File: src/rtl/pipe_hazard_ctrl.sv
// pipe_hazard_ctrl: pipeline sequencer for the 5-stage RV32I core.
// Detects load-use hazards, owns the IF/ID/EX advance decisions (stall,
// flush, bubble), drives registered forwarding selects and the trap
// handshake with a bounded wait for trap_ack.
// Optional feature macro: PIPE_HAZARD_CTRL_PERF_EN adds saturating
// stall/flush event counters (perf_stall_cnt, perf_flush_cnt).
module pipe_hazard_ctrl #(
    parameter int XLEN          = 32,
    parameter int TRAP_HOLD_MAX = 15
) (
    input  logic       clk,
    input  logic       rst,
    input  logic       id_valid,
    input  logic       id_illegal,
    input  logic       id_rs1en,
    input  logic       id_rs2en,
    input  logic [4:0] id_rs1_addr,
    input  logic [4:0] id_rs2_addr,
    input  logic [4:0] ex_rd,
    input  logic [4:0] mem_rd,
    input  logic       ex_rd_wen,
    input  logic       mem_rd_wen,
    input  logic       ex_is_load,
    input  logic       ex_branch_taken,
    input  logic       mem_busy,
    input  logic       trap_ack,
    output logic       if_stall,
    output logic       id_stall,
    output logic       ex_stall,
    output logic       id_flush,
    output logic       ex_bubble,
    output logic [1:0] fwd_rs1_sel,
    output logic [1:0] fwd_rs2_sel,
    output logic       trap_req,
    output logic [2:0] state_o
`ifdef PIPE_HAZARD_CTRL_PERF_EN
    ,
    output logic [XLEN-1:0] perf_stall_cnt,
    output logic [XLEN-1:0] perf_flush_cnt
`endif
);

    localparam int TW = $clog2(TRAP_HOLD_MAX + 1);

    typedef enum logic [2:0] {
        ST_RUN      = 3'd0,
        ST_LOAD_USE = 3'd1,
        ST_MEM_WAIT = 3'd2,
        ST_TRAP     = 3'd3
    } state_e;

    if (XLEN < 1 || TRAP_HOLD_MAX < 1) begin : g_param_guard
        $error("pipe_hazard_ctrl: XLEN and TRAP_HOLD_MAX must be positive");
    end

    state_e          state_q, state_d;
    logic [TW-1:0]   timer_q, timer_d;
    logic [1:0]      fwd1_q, fwd1_d, fwd2_q, fwd2_d;
    logic            lu_hz_s;
    logic            if_stall_s, id_stall_s, ex_stall_s;
    logic            id_flush_s, ex_bubble_s, trap_req_s;

    // Forwarding source for one operand; EX wins over MEM, x0 never forwards,
    // a load in EX cannot forward (its data is not ready yet).
    function automatic logic [1:0] fwd_pick(
        input logic       rs_en,
        input logic [4:0] rs_addr,
        input logic [4:0] e_rd,
        input logic       e_wen,
        input logic       e_load,
        input logic [4:0] m_rd,
        input logic       m_wen
    );
        logic [1:0] sel;
        if (rs_en && e_wen && (e_rd != 5'd0) && (e_rd == rs_addr) && !e_load) begin
            sel = 2'b01;
        end else if (rs_en && m_wen && (m_rd != 5'd0) && (m_rd == rs_addr)) begin
            sel = 2'b10;
        end else begin
            sel = 2'b00;
        end
        return sel;
    endfunction

    // Load-use hazard: ID reads the register the EX-stage load is writing.
    always_comb begin
        lu_hz_s = id_valid && ex_is_load && ex_rd_wen && (ex_rd != 5'd0) &&
                  ((id_rs1en && (id_rs1_addr == ex_rd)) ||
                   (id_rs2en && (id_rs2_addr == ex_rd)));
    end

    // Next-state and per-cycle pipeline controls for the sequencer FSM.
    always_comb begin
        state_d     = state_q;
        timer_d     = {TW{1'b0}};
        if_stall_s  = 1'b0;
        id_stall_s  = 1'b0;
        ex_stall_s  = 1'b0;
        id_flush_s  = 1'b0;
        ex_bubble_s = 1'b0;
        trap_req_s  = 1'b0;
        case (state_q)
            ST_RUN: begin
                if (mem_busy) begin
                    if_stall_s = 1'b1;
                    id_stall_s = 1'b1;
                    ex_stall_s = 1'b1;
                    state_d    = ST_MEM_WAIT;
                end else if (ex_branch_taken) begin
                    id_flush_s  = 1'b1;
                    ex_bubble_s = 1'b1;
                end else if (id_illegal && id_valid) begin
                    trap_req_s  = 1'b1;
                    id_flush_s  = 1'b1;
                    ex_bubble_s = 1'b1;
                    if_stall_s  = 1'b1;
                    state_d     = ST_TRAP;
                end else if (lu_hz_s) begin
                    if_stall_s  = 1'b1;
                    id_stall_s  = 1'b1;
                    ex_bubble_s = 1'b1;
                    state_d     = ST_LOAD_USE;
                end else begin
                    state_d = ST_RUN;
                end
            end
            ST_LOAD_USE: begin
                if (mem_busy) begin
                    if_stall_s = 1'b1;
                    id_stall_s = 1'b1;
                    ex_stall_s = 1'b1;
                    state_d    = ST_MEM_WAIT;
                end else begin
                    state_d = ST_RUN;
                end
            end
            ST_MEM_WAIT: begin
                if (mem_busy) begin
                    if_stall_s = 1'b1;
                    id_stall_s = 1'b1;
                    ex_stall_s = 1'b1;
                end else begin
                    state_d     = ST_RUN;
                    id_flush_s  = ex_branch_taken;
                    ex_bubble_s = ex_branch_taken;
                end
            end
            ST_TRAP: begin
                if (trap_ack) begin
                    state_d = ST_RUN;
                end else if (timer_q == TW'(TRAP_HOLD_MAX)) begin
                    state_d = ST_RUN;
                end else begin
                    trap_req_s = 1'b1;
                    if_stall_s = 1'b1;
                    timer_d    = timer_q + TW'(1);
                end
            end
            default: begin
                state_d = ST_RUN;
            end
        endcase
    end

    // Next forwarding selects: frozen while EX holds, cleared on bubble/flush.
    always_comb begin
        fwd1_d = fwd1_q;
        fwd2_d = fwd2_q;
        if (ex_stall_s) begin
            fwd1_d = fwd1_q;
            fwd2_d = fwd2_q;
        end else if (ex_bubble_s || id_flush_s) begin
            fwd1_d = 2'b00;
            fwd2_d = 2'b00;
        end else begin
            fwd1_d = fwd_pick(id_rs1en, id_rs1_addr, ex_rd, ex_rd_wen, ex_is_load, mem_rd, mem_rd_wen);
            fwd2_d = fwd_pick(id_rs2en, id_rs2_addr, ex_rd, ex_rd_wen, ex_is_load, mem_rd, mem_rd_wen);
        end
    end

    // State, trap timer and forwarding-select registers.
    always_ff @(posedge clk or posedge rst) begin
        if (rst) begin
            state_q <= ST_RUN;
            timer_q <= {TW{1'b0}};
            fwd1_q  <= 2'b00;
            fwd2_q  <= 2'b00;
        end else begin
            state_q <= state_d;
            timer_q <= timer_d;
            fwd1_q  <= fwd1_d;
            fwd2_q  <= fwd2_d;
        end
    end

    // Controls are forced low while reset is held so nothing advances or traps.
    assign if_stall    = if_stall_s  & ~rst;
    assign id_stall    = id_stall_s  & ~rst;
    assign ex_stall    = ex_stall_s  & ~rst;
    assign id_flush    = id_flush_s  & ~rst;
    assign ex_bubble   = ex_bubble_s & ~rst;
    assign trap_req    = trap_req_s  & ~rst;
    assign fwd_rs1_sel = fwd1_q;
    assign fwd_rs2_sel = fwd2_q;
    assign state_o     = state_q;

`ifdef PIPE_HAZARD_CTRL_PERF_EN
    logic [XLEN-1:0] stall_cnt_q, flush_cnt_q;

    // Saturating event counters for stall and flush cycles.
    always_ff @(posedge clk or posedge rst) begin
        if (rst) begin
            stall_cnt_q <= {XLEN{1'b0}};
            flush_cnt_q <= {XLEN{1'b0}};
        end else begin
            if (if_stall_s && (stall_cnt_q != {XLEN{1'b1}})) begin
                stall_cnt_q <= stall_cnt_q + {{(XLEN-1){1'b0}}, 1'b1};
            end
            if (id_flush_s && (flush_cnt_q != {XLEN{1'b1}})) begin
                flush_cnt_q <= flush_cnt_q + {{(XLEN-1){1'b0}}, 1'b1};
            end
        end
    end

    assign perf_stall_cnt = stall_cnt_q;
    assign perf_flush_cnt = flush_cnt_q;
`endif

endmodule

File: config.mk
export PLATFORM = sky130hd
export DESIGN_NAME = pipe_hazard_ctrl
export DESIGN_NICKNAME = d
export VERILOG_FILES = /design/src/rtl/pipe_hazard_ctrl.sv
export SDC_FILE = /design/constraint.sdc
export NUM_CORES = 1
export LEC_CHECK = 0
export ABC_AREA = 1
export CORE_MARGIN = 2
export CORE_UTILIZATION = 35
export CTS_BUF_LIST = sky130_fd_sc_hd__clkbuf_16
export DETAILED_ROUTE_END_ITERATION = 6
export GPL_TIMING_DRIVEN = 0
export PLACE_DENSITY = 0.68
export RECOVER_POWER = 50
export SETUP_SLACK_MARGIN = 0.05
export SYNTH_ARGS = -nofsm -noshare
export SYNTH_HDL_FRONTEND = slang
export SYNTH_SLANG_ARGS = --single-unit
export TNS_END_PERCENT = 30
File: constraint.sdc
create_clock -name clk -period 1.8 [get_ports clk]
set_input_delay 0.27 -clock clk [delete_from_list [all_inputs] [get_ports clk]]
set_output_delay 0.27 -clock clk [all_outputs]
set_load 0.1 [all_outputs]
==> metrics.cfg, run 1 <==
[floorplanning]
fp.dieArea_sq_um = 3541
die_x_um = 59.51
rows = 20
core_area_sq_um = 3003
initial_core_util_pct = 35.92
io-pin-count = 45
die_y_um = 59.51

[outcome]
status = finished, violations left
violations = setup timing

[grt]
first_global_vias = 1186
grt_usage_pct = 18.37
grt_antenna_before_repair = 0
grt_max_degree = 11
grt_pass1_wl_um = 4926
grt_overflow = 0

[sta]
setup_viol = 6
hold_slack_ps = 468.6
rsz0062_at_grt = yes
finClkSkew_ps = 2.984
fmax_ghz = 0.4987
setup_ws_ps = -205.2
worst_slew_pin_slew_ps = 951.3
period_needed_ps = 2005
maxSlewHeadroom_pct = 36.83
slew_violations = 0
finalSetupTns_ps = -760.4
hold_violations = 0
period_share_pct = 111.4

[place]
dpl.hpwl_um = 2409
place_ws_ps = -1315
portBuffers = 43
gp_congestion = 0.8297

[worst_hold_path]
min-delay-start = fwd_rs2_sel[0]$_DFFE_PP0N_
min_path_type = reg2reg
hold_depth = 2
worstHoldEndpoint = fwd_rs2_sel[0]$_DFFE_PP0N_

[setup_path]
reg2reg_from = state_o[0]$_DFFE_PP0P_
r2r_setup_slack_ps = 230
endpoint_kind = output port
r2r_cells = 8
slowest_delay_ps = 500
cp-start-kind = flip-flop
arrival_ps = 1740
slowest_stage = dfrtp_4
crit_type = reg2out
crit_required_ps = 1530
crit_chain = inv_4, ha_4, inv_4, nor2_4, inv_2, o21ai_2, inv_2, a21oi_4, buf_12
worstReg2RegEnd = state_o[1]$_DFFE_PP0P_
critPathMaxFanout = 4
crit_path_start = state_o[0]$_DFFE_PP0P_

[synthesis]
synth.distinct_cells = 24
netlist_top_cells_count = 58 x nand2_1, 29 x nor2_1, 28 x inv_1
synth_async_sr_flop_share_pct = 100.0
syn-num-nets = 221
synth_edf_count = 0
synth_seq_area_share_pct = 23.20
synth.avg_cell_area_sq_um = 5.862
synth_area_sq_um = 1079
ys_warn_count = 0
synth_cells = 184
synth_flop_cell = dfrtp_1
synth_top_area_cell = dfrtp_1
synthTopCellsByArea = dfrtp_1 23%, nand2_1 20%, nor2_1 10%
yosys.cell_count.top_type = nand2_1
ys_ff_latch = 10
synth_top_area_share_pct = 23.20

[clock_network]
path_clk_slew_ps = 40
cts_sinks = 10
cts_hold_buf = 0
cts-root-buf = clkbuf_16
htree_num_levels = 1
tritoncts = built
clk_latency_ps = 240
cts_buffers = 3
clk_path_buf_depth = 2

[routing]
drtAntennaViolNets = 0
drt-total-wl_um = 2951
drc = 0
drt_iter0_drc = 42
avgRoutedWirePerCell_um = 10.73
vias_per_cell = 4.702
vias = 1293
drtPass1Iterations = 4

[layout]
drive_gt1_share_pct = 26.03
area_delta_synth_final_pct = 72.39
seqCellArea_sq_um = 257.7
layout.nets = 280
antennaDiodeCount = 0
fillCellCount = 298
multi_input_area_sq_um = 807.0

[power]
power_density_nw_per_um2 = 904.4
switchingPower_uw = 744.5
fin_total_pwr_mw = 1.682
comb_power_share_pct = 59.8
switching_share_pct = 44.27
p_seq_share_pct = 16.5
p_clk_share_pct = 23.7
p_leak_nw = 0.9688
vdd_drop_max_uv = 369.5
p_int_uw = 937.1

[flow_run]
drv_cap = 0

[critical path: cells and delay by family (launching register included)]
family	cells	cell delay (ps)
adder cells (fa/ha/maj)	1	140
AO/OA/AOI/OAI	2	260
flip-flops	1	500
AND/OR/NAND/NOR	1	150
buffers and inverters	5	440
[how the worst max path moves through the flow]
stage,to,slack (ps)
2_1_floorplan,trap_req,-480
3_3_place_gp,id_stall,-1300
3_5_place_dp,id_stall,-1310
4_1_cts,ex_bubble,-220
5_1_grt,ex_bubble,-270
6_report,ex_bubble,-210
[power by group through the flow]
stage               Sequential, mW  Clock, mW  Combinational [mW]
detailed placement           0.285          0               0.821
global placement             0.285          0               0.818
floorplan                    0.393          0               0.495
finish                       0.277      0.399                1.01
CTS                          0.275      0.402               0.985
global route                 0.280      0.406                1.07
[layout make-up]
| type | instances | share of cell area (%) |
|---|---|---|
| multi-input combinational | 142 | 43.41 |
| timing repair buffer | 54 | 29.00 |
| sequential | 10 | 13.86 |
| inverter | 31 | 6.864 |
| clock buffer | 3 | 4.038 |
| tap | 33 | 2.221 |
| buffer | 1 | 0.4038 |
| clock inverter | 1 | 0.2019 |
[timing repair]
item / 4_1_cts / 5_1_grt
setup buffers: 9 / 2
endpoints found under the setup margin: 12 / 6
resized for setup: 94 / 1
pin swaps: 9 / 4
[kinds of logic (layout without fill, tap and decap cells)]
kind of cell             after synthesis  after routing  share of synthesized area [%]
AND/OR/NAND/NOR                      120            120                          48.72
buffers and inverters                 32             90                          11.49
AO/OA/AOI/OAI                         11             11                          6.381
flip-flops                            10             10                          23.20
adder cells (fa/ha/maj)                5              5                          5.800
XOR/XNOR                               5              5                          4.060
other                                  1              1                         0.3477
[placed cells by master (no fill, tap or decap)]
cell / synthesis / routed
nor3_1: 2 / 2
clkinv_1: 0 / 1
ha_4: 0 / 1
dlygate4sd2_1: 0 / 22
o31ai_1: 1 / 1
a211oi_4: 0 / 1
clkdlybuf4s15_1: 0 / 1
dfrtp_1: 10 / 8
nand2_2: 2 / 7
nand4_1: 6 / 6
ha_1: 5 / 4
conb_1: 1 / 1
nor2_1: 29 / 24
a21boi_1: 0 / 1
a21oi_4: 0 / 3
buf_4: 1 / 11
clkinvlp_4: 0 / 1
buf_8: 0 / 1
nand3_1: 14 / 13
a21oi_1: 5 / 2
nor2_4: 0 / 2
inv_1: 28 / 20
o21ai_2: 0 / 1
clkdlybuf4s50_1: 0 / 12
nand3_2: 3 / 4
inv_2: 3 / 7
a21oi_2: 1 / 1
clkbuf_1: 0 / 1
xor2_1: 5 / 5
nand3b_1: 1 / 1
clkdlybuf4s15_2: 0 / 2
inv_4: 0 / 3
clkbuf_16: 0 / 3
or2_2: 1 / 1
dfrtp_4: 0 / 2
nand2_1: 58 / 53
buf_12: 0 / 5
nor2_2: 4 / 7
o21a_1: 1 / 1
[metrics by stage]
step	instances	instance area (sq um)	util, %
2_1_floorplan	184	1176	-
3_3_place_gp	260	1648	54.87
3_5_place_dp	260	1648	54.87
4_1_cts	273	1847	61.50
5_1_grt	275	1859	61.92
6_report	275	1859	61.92
[per-layer routing]
metal | share of wire [%] | up-vias | wire [um] | global-route usage [%]
li1 | - | 687 | - | -
met1 | 46 | 555 | 1360 | 23.58
met2 | 46 | 46 | 1366 | 30.46
met3 | 5.6 | 5 | 165 | 1.747
met4 | 2.0 | 0 | 58 | 9.206
met5 | 0 | - | 0 | 0
[flip-flops by register name (all words and copies together), names as in the netlist]
register	count
fwd_rs2_sel	2
state_o	2
fwd_rs1_sel	2
timer_q	4
(Power assumes the default switching activity.)
==> run 2, diff against run 1 <==
- clock period: 1.8 -> 2.4 ns (I/O delays scaled with it)
==> metrics.cfg, run 2 (same netlist as run 1, synthesis figures left out) <==
[outcome]
status = complete, no violations

[routing]
avgRoutedWirePerCell_um = 10.95  ; +2.1%
drt-total-wl_um = 2903  ; -1.6%
drtPass1Iterations = 4  ; unchanged
drtAntennaViolNets = 0  ; unchanged
drc = 0  ; unchanged
vias = 1227  ; -5.1%
vias_per_cell = 4.630  ; -1.5%
drt_iter0_drc = 45  ; +7.1%

[place]
portBuffers = 43  ; unchanged
gp_congestion = 0.8372  ; +0.90%
dpl_cell_area_sq_um = 1605  ; -2.6%
dpl.hpwl_um = 2406  ; -0.15%

[worst_hold_path]
min_path_type = reg2reg

[layout]
regMostFlops = timer_q
multi_input_area_sq_um = 769.5  ; -4.7%
largest_reg_flops = 4  ; unchanged
mostFrequentLayoutCell = nand2_1
layout.nets = 270  ; -3.6%
stdcell_area_sq_um = 1749  ; -5.9%
area_delta_synth_final_pct = 62.18
fillCellCount = 294  ; -1.3%
seqCellArea_sq_um = 251.5  ; -2.4%
drive_gt1_share_pct = 15.95  ; -10 points
final_cell_mix = 57 x nand2_1, 25 x nor2_1, 24 x inv_1, 24 x clkdlybuf4s50_1, 14 x nand3_1
antennaDiodeCount = 0  ; unchanged

[grt]
grt_pass1_wl_um = 4857  ; -1.4%
grt_antenna_before_repair = 0  ; unchanged
first_global_vias = 1131  ; -4.6%
grt_overflow = 0  ; unchanged
grt_usage_pct = 17.81  ; -0.56 points
grt_max_degree = 11  ; unchanged

[setup_path]
r2r_setup_slack_ps = 860  ; +630 ps
arrival_ps = 1920  ; +180 ps
cp-start-kind = primary input
crit_required_ps = 2040  ; +510 ps
slowest_delay_ps = 660  ; +160 ps
slowest_stage = clkdlybuf4s50_1
crit_type = in2out
crit_chain = clkdlybuf4s50_1, nand2_1, nor2_2, clkdlybuf4s18_2
endpoint_kind = output port
critPathMaxFanout = 7  ; +3

[power]
comb_power_share_pct = 54.8  ; -5.0 points
switchingPower_uw = 501.9  ; -33%
p_clk_share_pct = 27.0  ; +3.3 points
p_leak_nw = 0.9698  ; +0.11%
power_density_nw_per_um2 = 625.5  ; -31%
p_seq_share_pct = 18.2  ; +1.7 points
p_int_uw = 592.2  ; -37%
vdd_drop_max_uv = 245.0  ; -34%
switching_share_pct = 45.88  ; +1.6 points

[sta]
fmax_ghz = 0.4379
hold_violations = 0  ; unchanged
finClkSkew_ps = 0.6955  ; -2.288 ps
worst_slew_pin_slew_ps = 971.1  ; +19.78 ps
period_share_pct = 95.14
slew_violations = 0  ; unchanged
setup_viol = 0  ; -6
finalSetupTns_ps = 0  ; +760.4 ps
period_needed_ps = 2283
rsz0062_at_grt = yes
maxSlewHeadroom_pct = 35.06  ; -1.8 points

[floorplanning]
rows = 20  ; unchanged
die_y_um = 59.51  ; unchanged
core_area_sq_um = 3003  ; unchanged
initial_core_util_pct = 35.92  ; unchanged
fp.dieArea_sq_um = 3541  ; unchanged
die_x_um = 59.51  ; unchanged
io-pin-count = 45  ; unchanged

[clock_network]
htree_num_levels = 1  ; unchanged
clk_path_buf_depth = 2  ; unchanged
tritoncts = built
cts-root-buf = clkbuf_16
path_clk_slew_ps = 40  ; about the same
cts_buffers = 3  ; unchanged
clk_latency_ps = 230  ; about the same
cts_sinks = 10  ; unchanged

[flow_run]
drv_cap = 0  ; unchanged

run 2: critical path, delay by kind of cell:
kind	cells	cell delay, ps
AND/OR/NAND/NOR	2	360
buffers and inverters	2	1200
run 2: timing repair:
| action | 4_1_cts | 5_1_grt |
|---|---|---|
| cloned | 0 | 0 |
| hold buffers | 0 | 0 |
| pin swaps | 0 | 4 |
| buffers inserted | 1 | 0 |
| resized for setup | 39 | 22 |
| setup endpoints to repair | 6 | 5 |
run 2: stage by stage:
| stage | instances | utilization (%) | hold WS (ps) | setup WS, ps | total power, mW |
|---|---|---|---|---|---|
| final | 265 | 58.25 | 467.2 | 116.5 | 1.094 |
| after global routing | 265 | 58.25 | 483.1 | 19.06 | 1.155 |
| after CTS | 265 | 56.75 | 470.3 | 19.41 | 1.090 |
| after detailed placement | 260 | 53.46 | 465.1 | -925.2 | 0.7725 |
| after global placement | 260 | 53.46 | 454.2 | -935.9 | 0.7723 |
| after floorplan | 184 | - | 208.4 | -116.3 | 0.6130 |
run 2: per-layer routing:
layer | up-vias | wire, um | track usage, %
met4 | 0 | 0 | 4.762
met2 | 19 | 1340 | 27.94
met3 | 0 | 66 | 1.965
met5 | - | 0 | 0
li1 | 671 | - | -
met1 | 537 | 1496 | 25.79
run 2: power by group through the flow:
stage	clock [mW]	sequential, mW	combinational (mW)
floorplan	0	0.283	0.330
global placement	0	0.204	0.569
detailed placement	0	0.203	0.569
CTS	0.301	0.201	0.588
global route	0.309	0.202	0.644
finish	0.295	0.200	0.599
run 2: worst paths after layout:
check,from,endpoint,depth (start not counted)
setup / recovery,mem_busy,ex_stall,4
hold / removal,timer_q[0]$_DFF_PP0_,timer_q[0]$_DFF_PP0_,1
setup reg to reg,state_o[1]$_DFFE_PP0P_,fwd_rs1_sel[0]$_DFFE_PP0N_,9
hold reg to reg,timer_q[0]$_DFF_PP0_,timer_q[0]$_DFF_PP0_,1
max in group asynchronous,rst,state_o[0]$_DFFE_PP0P_,3
min in group asynchronous,rst,timer_q[3]$_DFF_PP0_,3
run 2: final cells by class:
type                       count  area share [%]
buffer                         1          0.4292
timing repair buffer          44           27.47
sequential                    10           14.38
inverter                      31           6.867
clock inverter                 1          0.2146
clock buffer                   3           4.292
tap                           33           2.361
multi-input combinational    142           43.99
==> run 3, diff against run 2 <==
- GPL_TIMING_DRIVEN: 0 -> 1
- HOLD_SLACK_MARGIN: unset -> 0.02
==> metrics.cfg, run 3 (same netlist as run 1, synthesis figures left out) <==
[outcome]
status = complete, no violations

[sta]
period_needed_ps = 2267  ; -16.89 ps
slew_violations = 0  ; unchanged
setup_ws_ps = 133.4  ; +16.89 ps
setup_viol = 0  ; unchanged
rsz0062_at_grt = yes
hold_violations = 0  ; unchanged
period_share_pct = 94.44  ; -0.70 points
finalSetupTns_ps = 0  ; unchanged
finClkSkew_ps = 0.5600  ; -0.1355 ps
fmax_ghz = 0.4412  ; +0.75%
maxSlewHeadroom_pct = 22.62  ; -12 points
worst_slew_pin_slew_ps = 1166  ; +194.6 ps

[grt]
grt_overflow = 0  ; unchanged
grt_antenna_before_repair = 0  ; unchanged
first_global_vias = 1136  ; +0.44%
grt_usage_pct = 18.12  ; +0.31 points
grt_max_degree = 11  ; unchanged
grt_pass1_wl_um = 4926  ; +1.4%

[place]
dp.cells = 264  ; +1.5%
gp_congestion = 0.8453  ; +0.97%
place_ws_ps = 72.10  ; +997.3 ps
dpl_cell_area_sq_um = 1680  ; +4.7%
portBuffers = 43  ; unchanged
dpl.hpwl_um = 2547  ; +5.9%

[routing]
vias = 1270  ; +3.5%
routed.top_layer = met4
drtPass1Iterations = 4  ; unchanged
drtAntennaViolNets = 0  ; unchanged
vias_per_cell = 4.757  ; +2.7%
drt_iter0_drc = 58  ; +29%
drc = 0  ; unchanged
drt-total-wl_um = 2992  ; +3.1%
dr_wl_met3_um = 93  ; +41%
dr_wl_met2_um = 1353  ; +0.97%
avgRoutedWirePerCell_um = 11.21  ; +2.3%
drt-met1-wl_um = 1502  ; +0.40%

[setup_path]
arrival_ps = 1910  ; about the same
cp-start-kind = flip-flop
slowest_delay_ps = 440  ; -220 ps
endpoint_kind = output port
slowest_stage = dfrtp_1
crit_top_cell = inv_1
crit_type = reg2out
crit_required_ps = 2040  ; about the same
crit_chain = inv_1, ha_1, inv_1, nor2_2, inv_1, o21ai_1, inv_2, a21oi_4, buf_12
critPathMaxFanout = 6  ; -1

[clock_network]
path_clk_slew_ps = 40  ; about the same
cts_hold_buf = 0  ; unchanged
cts-root-buf = clkbuf_16
cts_buffers = 3  ; unchanged
cts_sinks = 10  ; unchanged
tritoncts = built
clk_path_buf_depth = 2  ; unchanged
htree_num_levels = 1  ; unchanged
clk_latency_ps = 230  ; about the same

[layout]
final_cell_mix = 56 x nand2_1, 26 x inv_1, 25 x nor2_1
drive_gt1_share_pct = 17.52  ; +1.6 points
area_delta_synth_final_pct = 64.39
seqCellArea_sq_um = 251.5  ; unchanged
antennaDiodeCount = 0  ; unchanged
mostFrequentLayoutCell = nand2_1
largest_reg_flops = 4  ; unchanged
regMostFlops = timer_q
fillCellCount = 306  ; +4.1%
layout.nets = 273  ; +1.1%
instances_no_fill = 267  ; +0.75%
stdcell_area_sq_um = 1773  ; +1.4%
multi_input_area_sq_um = 767.0  ; -0.33%

[flow_run]
drv_cap = 0  ; unchanged

[power]
power_density_nw_per_um2 = 629.9  ; +0.71%
p_leak_nw = 0.9862  ; +1.7%
vdd_drop_max_uv = 263.0  ; +7.3%

[worst_hold_path]
min_path_type = reg2reg

[floorplanning]
io-pin-count = 45  ; unchanged
core_area_sq_um = 3003  ; unchanged
fp.dieArea_sq_um = 3541  ; unchanged
die_y_um = 59.51  ; unchanged
rows = 20  ; unchanged
die_x_um = 59.51  ; unchanged
initial_core_util_pct = 35.92  ; unchanged

run 3: cell count changes in the layout (fill, tap and decap cells not counted), moves of 2 or more:
cell,change
buf_12,+4
clkbuf_1,+4
inv_1,+2
clkdlybuf4s50_1,-5
buf_4,+4
run 3: final cells by class:
| type | count | area share (%) |
|---|---|---|
| tap | 33 | 2.329 |
| inverter | 31 | 6.563 |
| clock buffer | 3 | 4.234 |
| multi-input combinational | 142 | 43.26 |
| timing repair buffer | 48 | 29.43 |
| sequential | 10 | 14.18 |
run 3: timing repair:
action                     CTS  global route
setup buffers                0             0
gates resized for setup      0            17
setup endpoints to repair    0             3
run 3: power breakdown:
group | internal [mW] | switching [mW] | total, mW
clock | 0.216 | 0.0758 | 0.292
combinational | 0.212 | 0.411 | 0.623
sequential | 0.183 | 0.0191 | 0.203
run 3: routing by layer:
metal,up-vias,global-route usage [%]
met5,-,0
met4,0,6.667
met3,5,0.6550
met2,35,28.73
met1,563,26.06
li1,667,-
run 3: final timing paths:
kind                                              from                          to  slack [ps]  cells after the start
worst max-delay path            state_o[0]$_DFFE_PP0P_                   ex_bubble         130                      9
worst min-delay path              timer_q[0]$_DFF_PP0_        timer_q[0]$_DFF_PP0_         460                      1
worst max register to register  state_o[0]$_DFFE_PP0P_  fwd_rs2_sel[0]$_DFFE_PP0N_         800                      9
worst min register to register    timer_q[0]$_DFF_PP0_        timer_q[0]$_DFF_PP0_         460                      1
max in group asynchronous                          rst      state_o[1]$_DFFE_PP0P_        1260                      3
min in group asynchronous                          rst        timer_q[3]$_DFF_PP0_         750                      3
run 3: worst max-delay path, delay by kind of cell, from the launching register on:
kind	cells	cell delay (ps)
adder cells (fa/ha/maj)	1	190
AND/OR/NAND/NOR	1	140
buffers and inverters	5	540
flip-flops	1	440
AO/OA/AOI/OAI	2	350
run 3: through the flow:
step                      total power [mW]  utilization, %  hold WS (ps)
final                                1.117           59.04         458.8
after global routing                 1.164           59.04         493.4
after CTS                            1.118           58.46         464.6
after detailed placement            0.8251           55.96         459.6
after global placement              0.8229           55.96         457.7
after floorplan                     0.6130               -         208.4
